File: src/rtl/sata_oob_pkg.sv
// Shared types and constants for the SATA host OOB / link bring-up controller.
// Build option OOB_AUTO_RETRY_EN enables timeout retries in sata_oob_ctrl.
package sata_oob_pkg;

  localparam int TMO_W = 20;

  typedef enum logic [3:0] {
    IDLE         = 4'd0,
    SEND_COMINIT = 4'd1,
    WAIT_COMINIT = 4'd2,
    SEND_COMWAKE = 4'd3,
    WAIT_COMWAKE = 4'd4,
    WAIT_RXACT   = 4'd5,
    SEND_D102    = 4'd6,
    SEND_ALIGN   = 4'd7,
    READY        = 4'd8,
    ERROR        = 4'd9
  } oob_state_e;

  // Primitives are stored as 32-bit dwords; the low half goes on the wire first.
  localparam logic [31:0] ALIGN_PRIM = 32'h7B4A4ABC;
  localparam logic [31:0] SYNC_PRIM  = 32'hB5B5957C;
  localparam logic [15:0] D102_WORD  = 16'h4A4A;

  // Returns {charisk, data} for one half of a primitive: phase 0 = K half.
  function automatic logic [17:0] prim_word(input logic [31:0] prim, input logic phase);
    if (phase) begin
      return {2'b00, prim[31:16]};
    end
    return {2'b01, prim[15:0]};
  endfunction

endpackage

File: src/rtl/sata_prim_det.sv
// Two-word primitive matcher: K-flagged low half followed by the plain high half.
// det pulses combinationally while the second word is on rxdata.
module sata_prim_det
  import sata_oob_pkg::*;
#(
  parameter logic [31:0] PRIM = 32'h0
) (
  input  logic        clk,
  input  logic        reset_n,
  input  logic [15:0] rxdata,
  input  logic [1:0]  rxcharisk,
  output logic        det
);

  logic cand_q;
  logic cand_d;

  always_comb begin
    cand_d = (rxcharisk == 2'b01) && (rxdata == PRIM[15:0]);
    det    = cand_q && (rxcharisk == 2'b00) && (rxdata == PRIM[31:16]);
  end

  // A candidate lives for exactly one cycle, so any other second word discards it.
  always_ff @(posedge clk or negedge reset_n) begin
    if (!reset_n) begin
      cand_q <= 1'b0;
    end else begin
      cand_q <= cand_d;
    end
  end

endmodule

File: src/rtl/sata_oob_ctrl.sv
// Host-side SATA OOB sequencer: COMINIT, COMWAKE, D10.2, ALIGN, SYNC, then link_up.
// Define OOB_AUTO_RETRY_EN to retry from COMINIT on timeout up to RETRY_MAX times.
module sata_oob_ctrl
  import sata_oob_pkg::*;
#(
  parameter logic [TMO_W-1:0] TIMEOUT_CYC = 20'd66000
`ifdef OOB_AUTO_RETRY_EN
  , parameter logic [3:0] RETRY_MAX = 4'd15
`endif
) (
  input  logic        clk,
  input  logic        reset_n,
  input  logic        start,
  output logic [15:0] txdata,
  output logic [1:0]  txcharisk,
  output logic        txelecidle,
  output logic        txcominit,
  output logic        txcomwake,
  input  logic        txcomfinish,
  input  logic        rxcominitdet,
  input  logic        rxcomwakedet,
  input  logic        rxelecidle,
  input  logic        rxbyteisaligned,
  input  logic [15:0] rxdata,
  input  logic [1:0]  rxcharisk,
  output logic        link_up,
  output logic [3:0]  state,
  output logic        error
);

  localparam logic [TMO_W-1:0] TMO_LAST = TIMEOUT_CYC - TMO_W'(1);

  oob_state_e       state_q, state_d, adv_state;
  logic [TMO_W-1:0] tmo_cnt_q, tmo_cnt_d;
  logic             phase_q, phase_d;
  logic [15:0]      txdata_q, txdata_d;
  logic [1:0]       txcharisk_q, txcharisk_d;
  logic             txelecidle_q, txelecidle_d;
  logic             txcominit_q, txcominit_d;
  logic             txcomwake_q, txcomwake_d;
  logic             link_up_q, link_up_d;
  logic             error_q, error_d;
  logic             align_det, sync_det;
  logic             adv, enter, counting, tmo_evt;
`ifdef OOB_AUTO_RETRY_EN
  logic [3:0]       retry_q, retry_d;
`endif

  sata_prim_det #(.PRIM(ALIGN_PRIM)) u_align_det (
    .clk       (clk),
    .reset_n   (reset_n),
    .rxdata    (rxdata),
    .rxcharisk (rxcharisk),
    .det       (align_det)
  );

  sata_prim_det #(.PRIM(SYNC_PRIM)) u_sync_det (
    .clk       (clk),
    .reset_n   (reset_n),
    .rxdata    (rxdata),
    .rxcharisk (rxcharisk),
    .det       (sync_det)
  );

  // Forward progress condition for each state, independent of start and timeout.
  always_comb begin
    adv       = 1'b0;
    adv_state = state_q;
    case (state_q)
      IDLE:         begin adv = start;                         adv_state = SEND_COMINIT; end
      SEND_COMINIT: begin adv = txcomfinish;                   adv_state = WAIT_COMINIT; end
      WAIT_COMINIT: begin adv = rxcominitdet;                  adv_state = SEND_COMWAKE; end
      SEND_COMWAKE: begin adv = txcomfinish;                   adv_state = WAIT_COMWAKE; end
      WAIT_COMWAKE: begin adv = rxcomwakedet;                  adv_state = WAIT_RXACT;   end
      WAIT_RXACT:   begin adv = !rxelecidle;                   adv_state = SEND_D102;    end
      SEND_D102:    begin adv = align_det && rxbyteisaligned;  adv_state = SEND_ALIGN;   end
      SEND_ALIGN:   begin adv = sync_det;                      adv_state = READY;        end
      READY:        begin adv = rxcominitdet;                  adv_state = SEND_COMINIT; end
      ERROR:        begin adv = 1'b0;                          adv_state = ERROR;        end
      default:      begin adv = 1'b1;                          adv_state = IDLE;         end
    endcase
  end

  always_comb begin
    counting = !(state_q inside {IDLE, READY, ERROR});
    tmo_evt  = counting && (tmo_cnt_q == TMO_LAST);
    state_d  = state_q;
    enter    = 1'b0;
`ifdef OOB_AUTO_RETRY_EN
    retry_d  = retry_q;
`endif

    // Priority: start drop, then detects, then timeout.
    if (state_q != IDLE && !start) begin
      state_d = IDLE;
      enter   = 1'b1;
    end else if (adv) begin
      state_d = adv_state;
      enter   = 1'b1;
    end else if (tmo_evt) begin
      enter = 1'b1;
`ifdef OOB_AUTO_RETRY_EN
      if (retry_q == RETRY_MAX) begin
        state_d = ERROR;
      end else begin
        state_d = SEND_COMINIT;
        retry_d = retry_q + 4'd1;
      end
`else
      state_d = ERROR;
`endif
    end

`ifdef OOB_AUTO_RETRY_EN
    if (state_d == IDLE || (enter && state_d == READY)) begin
      retry_d = 4'd0;
    end
`endif

    if (enter) begin
      tmo_cnt_d = '0;
    end else if (counting && tmo_cnt_q != TMO_LAST) begin
      tmo_cnt_d = tmo_cnt_q + TMO_W'(1);
    end else begin
      tmo_cnt_d = tmo_cnt_q;
    end

    phase_d = enter ? 1'b0 : !phase_q;

    // Outputs are computed for the state being entered so they register with it.
    txelecidle_d = 1'b1;
    txdata_d     = 16'h0000;
    txcharisk_d  = 2'b00;
    case (state_d)
      SEND_D102: begin
        txelecidle_d = 1'b0;
        txdata_d     = D102_WORD;
      end
      SEND_ALIGN: begin
        txelecidle_d              = 1'b0;
        {txcharisk_d, txdata_d}   = prim_word(ALIGN_PRIM, phase_d);
      end
      READY: begin
        txelecidle_d              = 1'b0;
        {txcharisk_d, txdata_d}   = prim_word(SYNC_PRIM, phase_d);
      end
      default: begin
        txelecidle_d = 1'b1;
      end
    endcase

    txcominit_d = enter && (state_d == SEND_COMINIT);
    txcomwake_d = enter && (state_d == SEND_COMWAKE);
    link_up_d   = (state_d == READY);
    error_d     = (state_d == ERROR);
  end

  always_ff @(posedge clk or negedge reset_n) begin
    if (!reset_n) begin
      state_q      <= IDLE;
      tmo_cnt_q    <= '0;
      phase_q      <= 1'b0;
      txdata_q     <= 16'h0000;
      txcharisk_q  <= 2'b00;
      txelecidle_q <= 1'b1;
      txcominit_q  <= 1'b0;
      txcomwake_q  <= 1'b0;
      link_up_q    <= 1'b0;
      error_q      <= 1'b0;
`ifdef OOB_AUTO_RETRY_EN
      retry_q      <= 4'd0;
`endif
    end else begin
      state_q      <= state_d;
      tmo_cnt_q    <= tmo_cnt_d;
      phase_q      <= phase_d;
      txdata_q     <= txdata_d;
      txcharisk_q  <= txcharisk_d;
      txelecidle_q <= txelecidle_d;
      txcominit_q  <= txcominit_d;
      txcomwake_q  <= txcomwake_d;
      link_up_q    <= link_up_d;
      error_q      <= error_d;
`ifdef OOB_AUTO_RETRY_EN
      retry_q      <= retry_d;
`endif
    end
  end

  assign state      = state_q;
  assign txdata     = txdata_q;
  assign txcharisk  = txcharisk_q;
  assign txelecidle = txelecidle_q;
  assign txcominit  = txcominit_q;
  assign txcomwake  = txcomwake_q;
  assign link_up    = link_up_q;
  assign error      = error_q;

endmodule

File: config.mk
export PLATFORM = sky130hd
export DESIGN_NAME = sata_oob_ctrl
export DESIGN_NICKNAME = d
export VERILOG_FILES = /design/src/rtl/sata_oob_pkg.sv /design/src/rtl/sata_prim_det.sv /design/src/rtl/sata_oob_ctrl.sv
export SDC_FILE = /design/constraint.sdc
export NUM_CORES = 1
export LEC_CHECK = 0
export ABC_CLOCK_PERIOD_IN_PS = 5300
export BUFFER_PORTS_ARGS = -buffer_cell sky130_fd_sc_hd__clkbuf_2
export CORE_UTILIZATION = 55
export CTS_BUF_LIST = sky130_fd_sc_hd__clkbuf_16
export DETAILED_ROUTE_END_ITERATION = 16
export PLACE_DENSITY = 0.78
export SETUP_SLACK_MARGIN = 0.1
export SYNTH_ARGS = -nofsm -noshare
export SYNTH_HDL_FRONTEND = slang
export SYNTH_HIERARCHICAL = 1
export SYNTH_SLANG_ARGS = --single-unit
File: constraint.sdc
create_clock -name clk -period 5.3 [get_ports clk]
set_input_delay 0.265 -clock clk [delete_from_list [all_inputs] [get_ports clk]]
set_output_delay 0.265 -clock clk [all_outputs]
set_load 0.1 [all_outputs]
==> results.cfg <==
[clock_tree]
h-tree-depth = 2
cts_sinks = 43
cts_tree = built
insertion_delay_ps = 280
clock_path_buffers = 2
cts-root-buf = clkbuf_16
cts_resized = 0
postCtsHoldBufs = 0
path_clk_slew_ps = 60
postCtsSetupBuffers = 0
cts_buffers = 5

[sta]
fin_ws_ps = 2840
rsz0062_at_grt = false
slew_headroom_pct = 31.4
hold_viol = 0
fin_crit_ps = 2460
final_max_slew_viol_count = 0
setup_violations = 0
skew_ps = 5.72
worst_pin_slew_ps = 1030
min_period_over_period_pct = 46.3
max_freq_mhz = 407
totalNegativeSetupSlack_ps = 0

[setup_path]
cp.depth = 12
critical_path_peak_fanout = 20
criticalPathCategory = primary input to register
crit_path_cell_trace = clkbuf_2 > nor4b_2 > nand4_1 > nor4_2 > nand3_1 > and3_1 > o21a_4 > o211ai_1 > buf_4 > or2_1 > inv_1 > o21ai_1
arrival_ps = 2660
rr_worst_depth = 8
critPathBufInv = 3
worstSetupEndpointType = register
reg2reg_slack_ps = 2890
required_ps = 5500
crit_slowest_cell = nor4b_2
critPathMaxStageDelay_ps = 270
crit_family = simple AND/OR/NAND/NOR gates
crit_path_start_kind = primary input

[routing]
vias_per_cell = 5.71
num_vias = 1925
drt-total-wl_mm = 4.94
first_iter_violations = 98
drc = 0
drt-pass1-iter-count = 6
detail-route-antenna-nets = 0
wl_per_cell_um = 14.7

[die]
start_util_pct = 58.6
rows = 23
ios = 53
dieArea_mm2 = 0.00465
core_mm2 = 0.00412
die_height_um = 68.2
die_w_um = 68.2

[yosys]
ys_ff_latch = 43
synth_common_cells = dfrtp_1, nor2_1, xor2_1
yosysWarnings = 6
syn_area_per_cell_um2 = 9.92
yosys.area.top_type = dfrtp_1
synth_edf_count = 0
syn_inst = 243
synth.area.top_cells = dfrtp_1, xor2_1, nor2_1
synthFlopType = dfrtp_1
syn_nets = 270
seq_area_frac_synth_pct = 44.7
synth.cell_area_mm2 = 0.00241
synth_most_common_cell = dfrtp_1
ys_async_sr_fraction_pct = 100
netlist.area_leader.share_pct = 43.6
ys_types = 57

[finish]
fin_util_pct = 67.8
syn2layout_area_growth_pct = 15.8
drive_above_1_share_pct = 28.2
diodes = 0
final.fill_count = 345
nNetsFinal = 313
stdcell_count = 337

[power]
p_sw_mw = 0.900
combPwrFrac_pct = 53.4
p_leak_nw = 1.32
total_power_mw = 1.73
internal_power_mw = 0.828
peakVddDrop_v = 0.000276
power.sequential.fraction_pct = 26.6
switching_share_pct = 52.1
powerDensity_mw_per_mm2 = 619
clkPwrFrac_pct = 20.1

[global_route]
track_usage_pct = 24.5
grt_antenna_before_repair = 0
grt_pass1_wl_mm = 8.30
grt_max_degree = 44
grt_pass1_vias = 1825
grt_overflow_total = 0

[run_status]
outcome = finished clean

[placed_design]
io_buffers = 51
gp_congestion = 0.815
dp_cells = 329
dp_slack_ps = 2590
dp_hpwl_mm = 3.39

[run]
cap_violations = 0

[hold_path]
min_path_type = primary input to asynchronous set/reset pin
[final timing paths]
check                             start                 to
min in group clk              rxdata[0]  u_sync_det/cand_q
setup / recovery           rxcharisk[1]          txdata[5]
setup reg to reg               state[3]          txdata[6]
hold / removal                  reset_n          txcominit
max in group asynchronous       reset_n      tmo_cnt_q[14]
hold reg to reg            tmo_cnt_q[8]       tmo_cnt_q[8]
[through the flow]
stage               instance area, um2  hold WS, ps
finish                            2790          148
global route                      2790          195
global placement                  2620          483
CTS                               2790          188
floorplan                         2410        -30.6
detailed placement                2620          487
[routing by layer]
layer	routed length, um	global-route usage (%)	up-vias
li1	-	-	937
met1	2200	29.1	927
met2	2500	42.6	52
met3	169	6.50	9
met4	72	8.07	0
met5	0	0	-
[sequential cells by signal, summed over array words and instances (netlist names)]
register and cells:
txdata 10, u_sync_det/cand_q 1, link_up 1, error 1
txcomwake 1, phase_q 1, tmo_cnt_q 20, txcharisk 1
state 4, txelecidle 1, txcominit 1, u_align_det/cand_q 1
[final cells by class]
| type | count | area (um2) | share of cell area, % |
|---|---|---|---|
| multi-input combinational | 176 | 1190 | 42.6 |
| timing repair buffer | 52 | 263 | 9.41 |
| clock buffer | 5 | 125 | 4.48 |
| sequential | 43 | 1080 | 38.6 |
| tap | 50 | 62.6 | 2.24 |
| inverter | 8 | 30.0 | 1.08 |
| clock inverter | 3 | 43.8 | 1.57 |
[power by group through the flow]
| stage | clock (mW) | combinational, mW | sequential (mW) |
|---|---|---|---|
| floorplan | 0 | 0.516 | 0.748 |
| global placement | 0 | 0.907 | 0.462 |
| detailed placement | 0 | 0.917 | 0.465 |
| CTS | 0.353 | 0.923 | 0.459 |
| global route | 0.369 | 0.978 | 0.471 |
| finish | 0.347 | 0.922 | 0.459 |
[placed cells by master, fill, tap and decap left out, drive strengths merged, types with 6 or more instances in the layout]
cell / instances
clkbuf: 56
dfrtp: 42
nor2: 32
xor2: 18
nand2: 17
nand3: 14
nand4: 10
inv: 8
o21ai: 8
a21oi: 7
and3: 6
[worst register-to-register path: stages, from the launching register on]
cell and delay [ps]:
dfrtp_1 620, nor4_4 410, a21oi_2 100, a31oi_1 220, o211ai_1 110, buf_4 240
or2_1 320, and2_1 210, a21oi_1 110
[kinds of logic (layout without fill, tap and decap cells)]
group / Yosys count / after routing / synth area share [%]
other: 1 / 1 / 0.156
flip-flops: 43 / 43 / 44.7
AO/OA/AOI/OAI: 29 / 29 / 9.60
adder cells (fa/ha/maj): 2 / 2 / 0.934
AND/OR/NAND/NOR: 121 / 121 / 29.6
multiplexers: 3 / 3 / 1.82
buffers and inverters: 24 / 68 / 5.97
XOR/XNOR: 20 / 20 / 7.27
Note: power is estimated with default switching activity, not from simulation.
